### src/rtl/spi_pkg.sv
// Shared types for the generic SPI master: FSM state encoding, the
// CPOL/CPHA mode pair and a counter-width helper.
package spi_pkg;

  // Transaction phases: chip-select setup, bit transfer, chip-select hold.
  typedef enum logic [1:0] {
    IDLE  = 2'd0,
    LEAD  = 2'd1,
    XFER  = 2'd2,
    TRAIL = 2'd3
  } state_t;

  // SPI mode: cpol is the SCLK idle level, cpha selects sampling edge.
  typedef struct packed {
    logic cpol;
    logic cpha;
  } spi_mode_t;

  // Width of a counter that must hold 0..n-1; never narrower than 1 bit.
  function automatic int cnt_width(input int n);
    return (n > 1) ? $clog2(n) : 1;
  endfunction

endpackage

### src/rtl/spi_sclk_gen.sv
// SCLK generator. While enabled, a half-period counter runs 0..CLK_DIV-1
// and SCLK toggles on each wrap. The strobes are high in the clk cycle whose
// closing edge produces the SCLK edge, so the master can act on the same
// clk edge that moves the pin. When disabled SCLK is parked at CPOL.
module spi_sclk_gen
  import spi_pkg::*;
#(
  parameter int CLK_DIV = 4,
  parameter bit CPOL    = 1'b0
) (
  input  logic clk,
  input  logic rst,
  input  logic enable,
  output logic sclk,
  output logic lead_stb,
  output logic trail_stb
);

  localparam int            DW       = cnt_width(CLK_DIV);
  localparam logic [DW-1:0] DIV_LAST = DW'(CLK_DIV - 1);

  logic [DW-1:0] div_cnt;
  logic          wrap;

  // An edge is leading when SCLK leaves its idle level, trailing otherwise.
  assign wrap      = enable && (div_cnt == DIV_LAST);
  assign lead_stb  = wrap && (sclk == CPOL);
  assign trail_stb = wrap && (sclk != CPOL);

  // Half-period counter and the registered SCLK pin.
  always_ff @(posedge clk or negedge rst) begin
    if (!rst) begin
      div_cnt <= '0;
      sclk    <= CPOL;
    end else if (!enable) begin
      div_cnt <= '0;
      sclk    <= CPOL;
    end else if (wrap) begin
      div_cnt <= '0;
      sclk    <= ~sclk;
    end else begin
      div_cnt <= div_cnt + 1'b1;
    end
  end

endmodule

### src/rtl/spi_master_gen.sv
// Parametrised SPI master: all four CPOL/CPHA modes, F_SIZE-bit frames,
// F_NUM back-to-back frames per transaction with CS held low, N_CS selects.
//
// Handshake: start_i is a request taken only in IDLE (and not in the done_o
// cycle); tx_load_o is a one-cycle strobe, combinational from the current
// state, marking the cycle whose closing edge captures tx_data_i, so the
// front-end must hold valid data whenever a load may occur. rx_valid_o is a
// one-cycle pulse qualifying rx_data_o; there is no backpressure.
module spi_master_gen
  import spi_pkg::*;
#(
  parameter int CPOL    = 0,
  parameter int CPHA    = 0,
  parameter int F_SIZE  = 8,
  parameter int F_NUM   = 1,
  parameter int CLK_DIV = 4,
  parameter int N_CS    = 1,
  parameter int C_SIZE  = $clog2(F_SIZE),
  parameter int S_SIZE  = (N_CS > 1) ? $clog2(N_CS) : 1
) (
  input  logic              clk,
  input  logic              rst,
  input  logic              start_i,
  input  logic [S_SIZE-1:0] cs_sel_i,
  input  logic [F_SIZE-1:0] tx_data_i,
  output logic              tx_load_o,
  output logic [F_SIZE-1:0] rx_data_o,
  output logic              rx_valid_o,
  output logic              busy_o,
  output logic              done_o,
  input  logic              MISO,
  output logic              MOSI,
  output logic              SCLK,
  output logic [N_CS-1:0]   CS,
  output state_t            state_o
);

  localparam spi_mode_t         MODE     = '{cpol: (CPOL != 0), cpha: (CPHA != 0)};
  localparam int                FW       = cnt_width(F_NUM);
  localparam int                DW       = cnt_width(CLK_DIV);
  localparam logic [C_SIZE-1:0] BIT_LAST = C_SIZE'(F_SIZE - 1);
  localparam logic [FW-1:0]     FRM_LAST = FW'(F_NUM - 1);
  localparam logic [DW-1:0]     DIV_LAST = DW'(CLK_DIV - 1);

  state_t            state, state_nxt;
  logic [DW-1:0]     phase_cnt;
  logic [C_SIZE-1:0] bit_cnt;
  logic [FW-1:0]     frm_cnt;
  logic [F_SIZE-1:0] sreg;
  logic [F_SIZE-1:0] rx_q;
  logic [N_CS-1:0]   cs_q;
  logic              mosi_q;
  logic              rxv_q;
  logic              done_q;

  logic lead_stb, trail_stb;
  logic sample_stb, shift_stb;
  logic frame_end, last_frame;
  logic start_ok, next_frame, trail_end, tx_load;

  // Active-low one-hot decode; an out-of-range index selects nobody.
  function automatic logic [N_CS-1:0] cs_decode(input logic [S_SIZE-1:0] sel);
    logic [N_CS-1:0] m;
    m = '1;
    for (int i = 0; i < N_CS; i++) begin
      if (sel == S_SIZE'(i)) m[i] = 1'b0;
    end
    return m;
  endfunction

  spi_sclk_gen #(
    .CLK_DIV (CLK_DIV),
    .CPOL    (MODE.cpol)
  ) u_sclk (
    .clk       (clk),
    .rst       (rst),
    .enable    (state == XFER),
    .sclk      (SCLK),
    .lead_stb  (lead_stb),
    .trail_stb (trail_stb)
  );

  // CPHA swaps which SCLK edge samples MISO and which one moves MOSI.
  assign sample_stb = MODE.cpha ? trail_stb : lead_stb;
  assign shift_stb  = MODE.cpha ? lead_stb  : trail_stb;
  // Each bit is one lead/trail pair, so a frame ends on its F_SIZE-th trail.
  assign frame_end  = trail_stb && (bit_cnt == '0);
  assign last_frame = (frm_cnt == '0);

  // State register.
  always_ff @(posedge clk or negedge rst) begin
    if (!rst) state <= IDLE;
    else      state <= state_nxt;
  end

  // Next-state logic and the single-cycle control strobes.
  always_comb begin
    state_nxt  = state;
    start_ok   = 1'b0;
    next_frame = 1'b0;
    trail_end  = 1'b0;
    case (state)
      IDLE: begin
        // The done_o cycle is already IDLE but must not restart.
        if (start_i && !done_q) begin
          start_ok  = 1'b1;
          state_nxt = LEAD;
        end
      end
      LEAD: begin
        if (phase_cnt == DIV_LAST) state_nxt = XFER;
      end
      XFER: begin
        if (frame_end) begin
          if (last_frame) state_nxt  = TRAIL;
          else            next_frame = 1'b1;
        end
      end
      TRAIL: begin
        if (phase_cnt == DIV_LAST) begin
          trail_end = 1'b1;
          state_nxt = IDLE;
        end
      end
      default: state_nxt = IDLE;
    endcase
    tx_load = start_ok || next_frame;
  end

  // Setup/hold timer for the LEAD and TRAIL phases.
  always_ff @(posedge clk or negedge rst) begin
    if (!rst) begin
      phase_cnt <= '0;
    end else if (((state == LEAD) || (state == TRAIL)) && (phase_cnt != DIV_LAST)) begin
      phase_cnt <= phase_cnt + 1'b1;
    end else begin
      phase_cnt <= '0;
    end
  end

  // Bit counter (per frame) and frame counter (per transaction).
  always_ff @(posedge clk or negedge rst) begin
    if (!rst) begin
      bit_cnt <= '0;
      frm_cnt <= '0;
    end else if (start_ok) begin
      bit_cnt <= BIT_LAST;
      frm_cnt <= FRM_LAST;
    end else if (trail_stb) begin
      if (bit_cnt == '0) begin
        bit_cnt <= BIT_LAST;
        if (!last_frame) frm_cnt <= frm_cnt - 1'b1;
      end else begin
        bit_cnt <= bit_cnt - 1'b1;
      end
    end
  end

  // Shift register and MOSI. With CPHA=0 the MSB is driven at load time;
  // with CPHA=1 it is driven by the first leading edge.
  always_ff @(posedge clk or negedge rst) begin
    if (!rst) begin
      sreg   <= '0;
      mosi_q <= 1'b0;
    end else if (tx_load) begin
      sreg <= tx_data_i;
      if (!MODE.cpha) mosi_q <= tx_data_i[F_SIZE-1];
    end else begin
      if (sample_stb) sreg <= {sreg[F_SIZE-2:0], MISO};
      // The final trail of the last frame has no further bit to present.
      if (shift_stb && !frame_end) mosi_q <= sreg[F_SIZE-1];
    end
  end

  // Received-frame register; with CPHA=1 the last bit arrives on the
  // frame-end edge itself, so it is merged in directly.
  always_ff @(posedge clk or negedge rst) begin
    if (!rst) begin
      rx_q  <= '0;
      rxv_q <= 1'b0;
    end else begin
      rxv_q <= 1'b0;
      if (frame_end) begin
        rx_q  <= MODE.cpha ? {sreg[F_SIZE-2:0], MISO} : sreg;
        rxv_q <= 1'b1;
      end
    end
  end

  // Chip selects (latched at start) and the end-of-transaction pulse.
  always_ff @(posedge clk or negedge rst) begin
    if (!rst) begin
      cs_q   <= '1;
      done_q <= 1'b0;
    end else begin
      done_q <= trail_end;
      if (start_ok)       cs_q <= cs_decode(cs_sel_i);
      else if (trail_end) cs_q <= '1;
    end
  end

  assign tx_load_o  = tx_load;
  assign rx_data_o  = rx_q;
  assign rx_valid_o = rxv_q;
  assign busy_o     = (state != IDLE);
  assign done_o     = done_q;
  assign MOSI       = mosi_q;
  assign CS         = cs_q;
  assign state_o    = state;

endmodule

### config.mk
export PLATFORM = sky130hd
export DESIGN_NAME = spi_master_gen
export DESIGN_NICKNAME = d
export VERILOG_FILES = /design/src/rtl/spi_pkg.sv /design/src/rtl/spi_sclk_gen.sv /design/src/rtl/spi_master_gen.sv
export SDC_FILE = /design/constraint.sdc
export NUM_CORES = 1
export LEC_CHECK = 0
export CORE_MARGIN = 3
export CORE_UTILIZATION = 30
export DETAILED_ROUTE_END_ITERATION = 6
export GPL_TIMING_DRIVEN = 0
export HOLD_SLACK_MARGIN = 0.12
export SLEW_MARGIN = 25
export SYNTH_ARGS = -nofsm -noshare
export SYNTH_HDL_FRONTEND = slang
export SYNTH_SLANG_ARGS = --single-unit
### constraint.sdc
create_clock -name clk -period 2.8 [get_ports clk]
set_clock_uncertainty 0.05 [all_clocks]
set_input_delay 0.42 -clock clk [delete_from_list [all_inputs] [get_ports clk]]
set_output_delay 0.42 -clock clk [all_outputs]
set_load 0.01 [all_outputs]
==> results of run 1 <==
## how the worst max path moves through the flow
stage | from | endpoint | depth (start not counted)
2_1_floorplan | state_o[0] | tx_load_o | 5
3_3_place_gp | start_i | tx_load_o | 5
3_5_place_dp | start_i | tx_load_o | 5
4_1_cts | state_o[0] | tx_load_o | 6
5_1_grt | state_o[1] | tx_load_o | 6
6_report | state_o[0] | tx_load_o | 6
## metrics by stage
step	setup WS (ps)	hold WS (ps)	instances	total power, mW
after floorplan	1049	74.41	117	0.9078
after global placement	280.7	372.6	198	1.086
after detailed placement	276.7	385.1	198	1.101
after CTS	77.22	130.3	206	1.474
after global routing	44.94	152.2	206	1.570
final	196.3	110.0	206	1.452
## cell families after synthesis
family                     count (synthesis)
and+or+nand+nor                           30
DFF                                       30
AOI/OAI and AO/OA                         20
muxes                                     17
buffers and inverters                     10
adders and majority gates                  9
xor gates and xnor gates                   1
## worst reg2reg max path, delay by kind of cell, from the launching register on
kind,cells,cell delay (ps)
adder cells (fa/ha/maj),1,350
multiplexers,1,340
flip-flops,1,410
buffers and inverters,2,320
AND/OR/NAND/NOR,1,240
## cell type report
type                            count  area share (%)
Buffer                              4           1.160
Timing Repair Buffer               29           15.56
Multi-Input combinational cell     77           32.29
Inverter                            6           1.229
Sequential cell                    30           41.02
Clock buffer                        6           4.505
Clock inverter                      2          0.6826
Tap cell                           52           3.549
## cell usage after synthesis (all sizes together)
cell type  number
o21ba           1
a21oi          11
or2             1
and4            1
nor2b           2
a221o           1
mux2            9
dfstp           1
nand2b          2
o211ai          1
a31oi           1
and3            3
o21ai           4
xor2            1
clkbuf          2
nor3b           1
a2111oi         1
nand3           2
buf             2
ha              9
and2            4
nand4b          1
dfrtp          29
mux2i           8
nand3b          2
inv             6
nor2           11
## layer usage
metal | up-vias | GRT usage (%) | routed length, um
met5 | - | 0 | 0
li1 | 476 | - | -
met3 | 4 | 5.405 | 216
met1 | 464 | 16.31 | 1371
met4 | 0 | 3.622 | 37
met2 | 30 | 16.83 | 1225
## state kept, by name, summed over array words and instances (netlist names)
name	cells
bit_cnt	3
u_sclk.sclk	1
MOSI	1
done_o	1
state_o	2
rx_data_o	8
sreg	8
rx_valid_o	1
phase_cnt	2
CS	1
u_sclk.div_cnt	2
## power groups by stage
stage / registers, mW / clock network [mW] / logic (mW)
after floorplan: 0.624 / 0 / 0.284
after global placement: 0.628 / 0 / 0.459
after detailed placement: 0.632 / 0 / 0.469
after CTS: 0.625 / 0.376 / 0.474
after global routing: 0.643 / 0.399 / 0.529
final: 0.622 / 0.360 / 0.469
==> summary.txt, run 1 <==
Placement
  – Number of port buffers: 29
  – Area after detailed placement: 0.001737 sq mm
  – DP HPWL: 2071 um
  – Placer Congestion: 0.8094

Power and ir drop
  – Clock Power Share: 24.8%
  – Switching share of total power: 31.96%
  – Internal cell power: 987.6 uW
  – Power Density: 791.9 mW/mm^2
  – Switch Pwr: 464.0 uW
  – VDD IR-drop max: 0.0004589 V
  – Portion of total power attributed to sequential cells: 42.9%
  – Lkg Pwr: 0.9154 nW
  – Combinational cell fraction of total power: 32.3%

Route
  – Detailed-router iteration count before antenna repair: 4
  – Post-route antenna net violation count: 0
  – Total wire length after detailed routing: 2851 um
  – DRC Markers: 0
  – Via count of the routed design: 974
  – Initial DRC count: 41
  – Avg Vias per Cell: 4.728
  – Average wire per cell in the routed design: 13.84 um

Layout
  – # fillers: 418
  – Number of nets in the layout: 175
  – Proportion of layout cells with a drive suffix above 1: 11.04%
  – Utilization of the core after routing: 41.52%
  – Post-route cell area: 0.001833 sq mm
  – Total area of multi-input combinational cells: 591.8 sq um
  – Most common cell after layout, fill and taps aside: sky130_fd_sc_hd__dfrtp_1
  – Seq. cell area: 752.0 sq um
  – Synthesis-to-finish area growth: 32.22%
  – Top library cells by usage in the layout, fill and taps aside: sky130_fd_sc_hd__dfrtp_1 (29), sky130_fd_sc_hd__clkdlybuf4s50_1 (28), sky130_fd_sc_hd__nor2_1 (11), sky130_fd_sc_hd__a21oi_1 (11), sky130_fd_sc_hd__ha_1 (9)
  – Antenna cell count: 0

Job
  – Number of maximum-capacitance violations: 0

Timing
  – Tightest Pin Transition: 669.5 ps
  – Fin. Hold Viols: 0
  – Setup TNS: 0 ps
  – Final-report setup violation count: 0
  – Setup repair after global routing missed its margin: no
  – Period utilisation layout: 92.99%
  – Max-slew headroom at the worst pin: 55.37%
  – Shortest period the worst path allows: 2604 ps
  – Peak clock frequency supported by timing: 0.3841 GHz
  – Number of pins exceeding their max-slew limit in the final report: 0

Worst setup path
  – Reg-to-reg critical path endpoint: rx_data_o[5]
  – Critical-path cell with the highest stage delay: sky130_fd_sc_hd__clkdlybuf4s50_1
  – Kind of start point of the critical path: register
  – Count of cells along the worst register-to-register path: 5
  – Setup slack, reg-to-reg: 970 ps
  – Crit path largest cell delay: 530 ps
  – Endpoint required time on the critical path: 2330 ps
  – Critical Path Sink Type: output pin
  – CP arrival: 2130 ps
  – Kind of critical path: reg -> out
  – Crit-path cells: inv_1 > ha_1 > nand3b_1 > clkbuf_2 > inv_1 > clkdlybuf4s50_1
  – Bufs and invs on worst path: 4
  – FF-to-FF Start: state_o[0]
  – Cell type with the highest occurrence count on the critical path: sky130_fd_sc_hd__inv_1
  – Highest fanout seen on the critical path: 10
  – Top delay family on crit path: buffers and inverters

Clock tree
  – Count of hold-fix buffers inserted at cts: 0
  – Clock edge transition at the registers on the reported setup and hold paths: 70 ps
  – CTS Root Cell: sky130_fd_sc_hd__clkbuf_8
  – Post-CTS Setup Inserts: 0
  – Resized cells post-CTS: 0
  – Clock latency of the later-clocked register in the worst-skew pair: 290 ps
  – CTS tree: done
  – Total number of clock tree sinks: 30
  – H-tree lvl count: 2
  – Number of CTS-inserted buffers: 5
  – Buffers from clock root to sink, at most: 2

Logic synthesis
  – Post-synthesis cell type with the largest combined area: sky130_fd_sc_hd__dfrtp_1
  – Synthesized net count: 139
  – Post-synthesis share of cell area spent on xor and xnor gates: 0.6318%
  – Distinct cells, synth: 30
  – Portion of synthesized cell area occupied by the leading cell type: 52.35%
  – Sequential cell area fraction in the yosys report: 54.24%
  – Flip-flop and latch count after synthesis: 30
  – Multiplexer share of the synthesized area: 13.36%
  – Synth top area cells: sky130_fd_sc_hd__dfrtp_1 (52%), sky130_fd_sc_hd__ha_1 (8.1%), sky130_fd_sc_hd__mux2_1 (6.5%)
  – Main combinational cell family by area after synthesis: multiplexers
  – Compound-cell area share of the yosys netlist: 8.484%
  – Gate count of the mapped netlist: 117
  – Yosys synthesis warning count: 0
  – Adder and majority cell fraction of the synthesized area: 8.123%
  – Post-synthesis cell area: 0.001386 sq mm
  – Area fraction in and, or, nand and nor cells after synthesis: 12.09%
  – Avg Inst Size Synth: 11.85 sq um

Die
  – Number of ports placed on the die boundary: 30
  – Die span in y: 73.98 um
  – DIE AREA: 0.005473 sq mm
  – Initial Util: 31.41%
  – Rows: 24
  – Core ar.: 0.004414 sq mm
  – Width of the die: 73.98 um

Global route
  – GRT Residual Overflow: 0
  – Largest net degree at the start of global routing: 31
  – Antenna violations before repair: 0
  – First-pass GRT wire length: 4836 um
  – GRT Resource Usage Total: 11.88%
  – Number of global-route vias before repair: 995

Run status
  – Result of the run: finished, final reports clean

Min path
  – Hold Crit Class: in -> async
Power figures use the tool's default switching activity.
==> run 2: changes to the inputs <==
--- a/config.mk
+++ b/config.mk
@@ -10,6 +10,7 @@
 export DETAILED_ROUTE_END_ITERATION = 6
 export GPL_TIMING_DRIVEN = 0
 export HOLD_SLACK_MARGIN = 0.12
+export PLACE_DENSITY = 0.63
 export SLEW_MARGIN = 25
 export SYNTH_ARGS = -nofsm -noshare
 export SYNTH_HDL_FRONTEND = slang
==> run 2 against run 1 <==
  * Total power up 2.7%
  * Combinational power about the same
  * Final cell count unchanged
  * Fmax up 0.50%
  * Die area unchanged
  * Critical endpoint unchanged
  * Largest power group unchanged
  * Highest routed layer unchanged
==> summary.txt, run 2 (synthesis results as in run 1) <==
Timing
  – Setup repair after global routing missed its margin: no (unchanged)
  – Period utilisation layout: 92.53% (was 92.99%)
  – Final-report setup violation count: 0 (unchanged)
  – Peak clock frequency supported by timing: 0.3860 GHz (was 0.3841 GHz)
  – Fin. Hold Viols: 0 (unchanged)
  – Shortest period the worst path allows: 2591 ps (was 2604 ps)
  – Tightest Pin Transition: 669.4 ps (was 669.5 ps)
  – Number of pins exceeding their max-slew limit in the final report: 0 (unchanged)
  – Setup TNS: 0 ps (unchanged)
  – Max-slew headroom at the worst pin: 55.37% (about the same)

Min path
  – Hold Crit Class: in -> async (unchanged)

Power and ir drop
  – Lkg Pwr: 0.9257 nW (was 0.9154 nW)
  – VDD IR-drop max: 0.0003762 V (was 0.0004589 V)
  – Portion of total power attributed to sequential cells: 41.9% (was 42.9%)
  – Switch Pwr: 453.0 uW (was 464.0 uW)
  – Internal cell power: 1.038 mW (was 987.6 uW)
  – Power Density: 807.0 mW/mm^2 (was 791.9 mW/mm^2)
  – Total power of the final layout: 1.491 mW (was 1.452 mW)
  – Combinational cell fraction of total power: 31.3% (was 32.3%)
  – Clock Power Share: 26.8% (was 24.8%)
  – Switching share of total power: 30.37% (was 31.96%)

Die
  – Die span in y: 73.98 um (unchanged)
  – Core ar.: 0.004414 sq mm (unchanged)
  – Width of the die: 73.98 um (unchanged)
  – Rows: 24 (unchanged)
  – DIE AREA: 0.005473 sq mm (unchanged)
  – Number of ports placed on the die boundary: 30 (unchanged)
  – Initial Util: 31.41% (unchanged)

Route
  – DRC Markers: 0 (unchanged)
  – Avg Vias per Cell: 4.757 (was 4.728)
  – Via count of the routed design: 980 (was 974)
  – Post-route antenna net violation count: 0 (unchanged)
  – Initial DRC count: 43 (was 41)
  – Average wire per cell in the routed design: 13.66 um (was 13.84 um)
  – Detailed-router iteration count before antenna repair: 4 (unchanged)
  – Total wire length after detailed routing: 2814 um (was 2851 um)

Global route
  – Global route hottest layer: met2 (unchanged)
  – Largest net degree at the start of global routing: 31 (unchanged)
  – Fraction of met1 tracks used by global routing: 13.82% (was 16.31%)
  – GRT Resource Usage Total: 11.21% (was 11.88%)
  – Antenna violations before repair: 0 (unchanged)
  – Number of global-route vias before repair: 980 (was 995)
  – Global-route met2 utilization: 17.81% (was 16.83%)
  – GRT Residual Overflow: 0 (unchanged)
  – Met3 global-route usage: 3.919% (was 5.405%)
  – First-pass GRT wire length: 4623 um (was 4836 um)

Job
  – Number of maximum-capacitance violations: 0 (unchanged)

Layout
  – Proportion of layout cells with a drive suffix above 1: 11.04% (unchanged)
  – Seq. cell area: 752.0 sq um (unchanged)
  – Most common cell after layout, fill and taps aside: sky130_fd_sc_hd__dfrtp_1 (unchanged)
  – Synthesis-to-finish area growth: 33.30% (was 32.22%)
  – Total area of multi-input combinational cells: 591.8 sq um (unchanged)
  – Top library cells by usage in the layout, fill and taps aside: sky130_fd_sc_hd__dfrtp_1 (29), sky130_fd_sc_hd__clkdlybuf4s50_1 (28), sky130_fd_sc_hd__nor2_1 (11), sky130_fd_sc_hd__a21oi_1 (11), sky130_fd_sc_hd__ha_1 (9) (unchanged)
  – # fillers: 412 (was 418)
  – Antenna cell count: 0 (unchanged)
  – Number of nets in the layout: 175 (unchanged)

Worst setup path
  – Kind of start point of the critical path: register (unchanged)
  – Reg-to-reg critical path endpoint: rx_data_o[0] (was rx_data_o[5])
  – Kind of critical path: reg -> out (unchanged)
  – Critical Path Sink Type: output pin (unchanged)
  – Endpoint required time on the critical path: 2330 ps (about the same)
  – Highest fanout seen on the critical path: 10 (unchanged)
  – Count of cells along the worst register-to-register path: 5 (unchanged)
  – Setup slack, reg-to-reg: 960 ps (was 970 ps)
  – FF-to-FF Start: state_o[0] (unchanged)
  – CP arrival: 2120 ps (was 2130 ps)

Clock tree
  – CTS Root Cell: sky130_fd_sc_hd__clkbuf_8 (unchanged)
  – H-tree lvl count: 2 (unchanged)
  – Number of CTS-inserted buffers: 5 (unchanged)
  – Buffers from clock root to sink, at most: 2 (unchanged)
  – Post-CTS Setup Inserts: 0 (unchanged)
  – Total number of clock tree sinks: 30 (unchanged)
  – Clock latency of the later-clocked register in the worst-skew pair: 270 ps (was 290 ps)
  – CTS tree: done (unchanged)
  – Clock edge transition at the registers on the reported setup and hold paths: 60 ps (was 70 ps)

Placement
  – Number of port buffers: 29 (unchanged)
  – DP HPWL: 2038 um (was 2071 um)
  – Placer Congestion: 0.7336 (was 0.8094)

Run status
  – Result of the run: finished, final reports clean (unchanged)
[run 2: routing by layer]
metal  share of wire, %  vias to the layer above
li1                   -                      480
met1                 45                      468
met2                 47                       28
met3                7.1                        4
met4                1.2                        0
met5                  0                        -
[run 2: layout make-up]
| class | count | share of cell area, % |
|---|---|---|
| plain buffers | 4 | 1.151 |
| clock buffers | 8 | 5.958 |
| inverters | 6 | 1.219 |
| multi-input cells | 77 | 32.02 |
| flip-flops and latches | 30 | 40.69 |
| well taps | 52 | 3.521 |
| repair buffers | 29 | 15.44 |
[run 2: power groups by stage]
| stage | Combinational [mW] | Clock, mW | Sequential [mW] |
|---|---|---|---|
| finish | 0.467 | 0.400 | 0.625 |
| global route | 0.534 | 0.430 | 0.640 |
| CTS | 0.475 | 0.413 | 0.626 |
| detailed placement | 0.471 | 0 | 0.632 |
| global placement | 0.451 | 0 | 0.629 |
| floorplan | 0.284 | 0 | 0.624 |
[run 2: per-stage QoR]
step	cell area [sq um]	cells	worst slack [ps]	util (%)	hold slack, ps
after floorplan	1386	117	1049	-	74.41
after global placement	1742	198	299.5	39.46	372.0
after detailed placement	1737	198	299.2	39.34	383.7
after CTS	1847	206	84.52	41.84	141.9
after global routing	1848	206	19.04	41.87	169.6
final	1848	206	209.2	41.87	125.2
[run 2: critical path: stages (launching register included)]
cell	delay, ps
sky130_fd_sc_hd__dfrtp_1	420
sky130_fd_sc_hd__inv_1	140
sky130_fd_sc_hd__ha_1	220
sky130_fd_sc_hd__nand3b_1	190
sky130_fd_sc_hd__clkbuf_2	250
sky130_fd_sc_hd__inv_1	80
sky130_fd_sc_hd__clkdlybuf4s50_1	530
[run 2: how the worst max path moves through the flow]
stage	startpoint	endpoint	slack (ps)	depth (start not counted)
final	state_o[0]	tx_load_o	210	6
after global routing	state_o[0]	tx_load_o	20	6
after CTS	state_o[0]	tx_load_o	80	6
after detailed placement	start_i	tx_load_o	300	5
after global placement	start_i	tx_load_o	300	5
after floorplan	state_o[0]	tx_load_o	1050	5
[run 2: timing repair]
item                       in CTS  in global routing
setup endpoints to repair       0                  1
hold buffers                    0                  0
resized for setup               0                  2
==> run 3: changes to the inputs <==
--- a/config.mk
+++ b/config.mk
@@ -5,6 +5,7 @@
 export SDC_FILE = /design/constraint.sdc
 export NUM_CORES = 1
 export LEC_CHECK = 0
+export CAP_MARGIN = 20
 export CORE_MARGIN = 3
 export CORE_UTILIZATION = 30
 export DETAILED_ROUTE_END_ITERATION = 6
==> results of run 3 <==
Same layout as run 2: the final DEF is identical, and so are final timing and power.
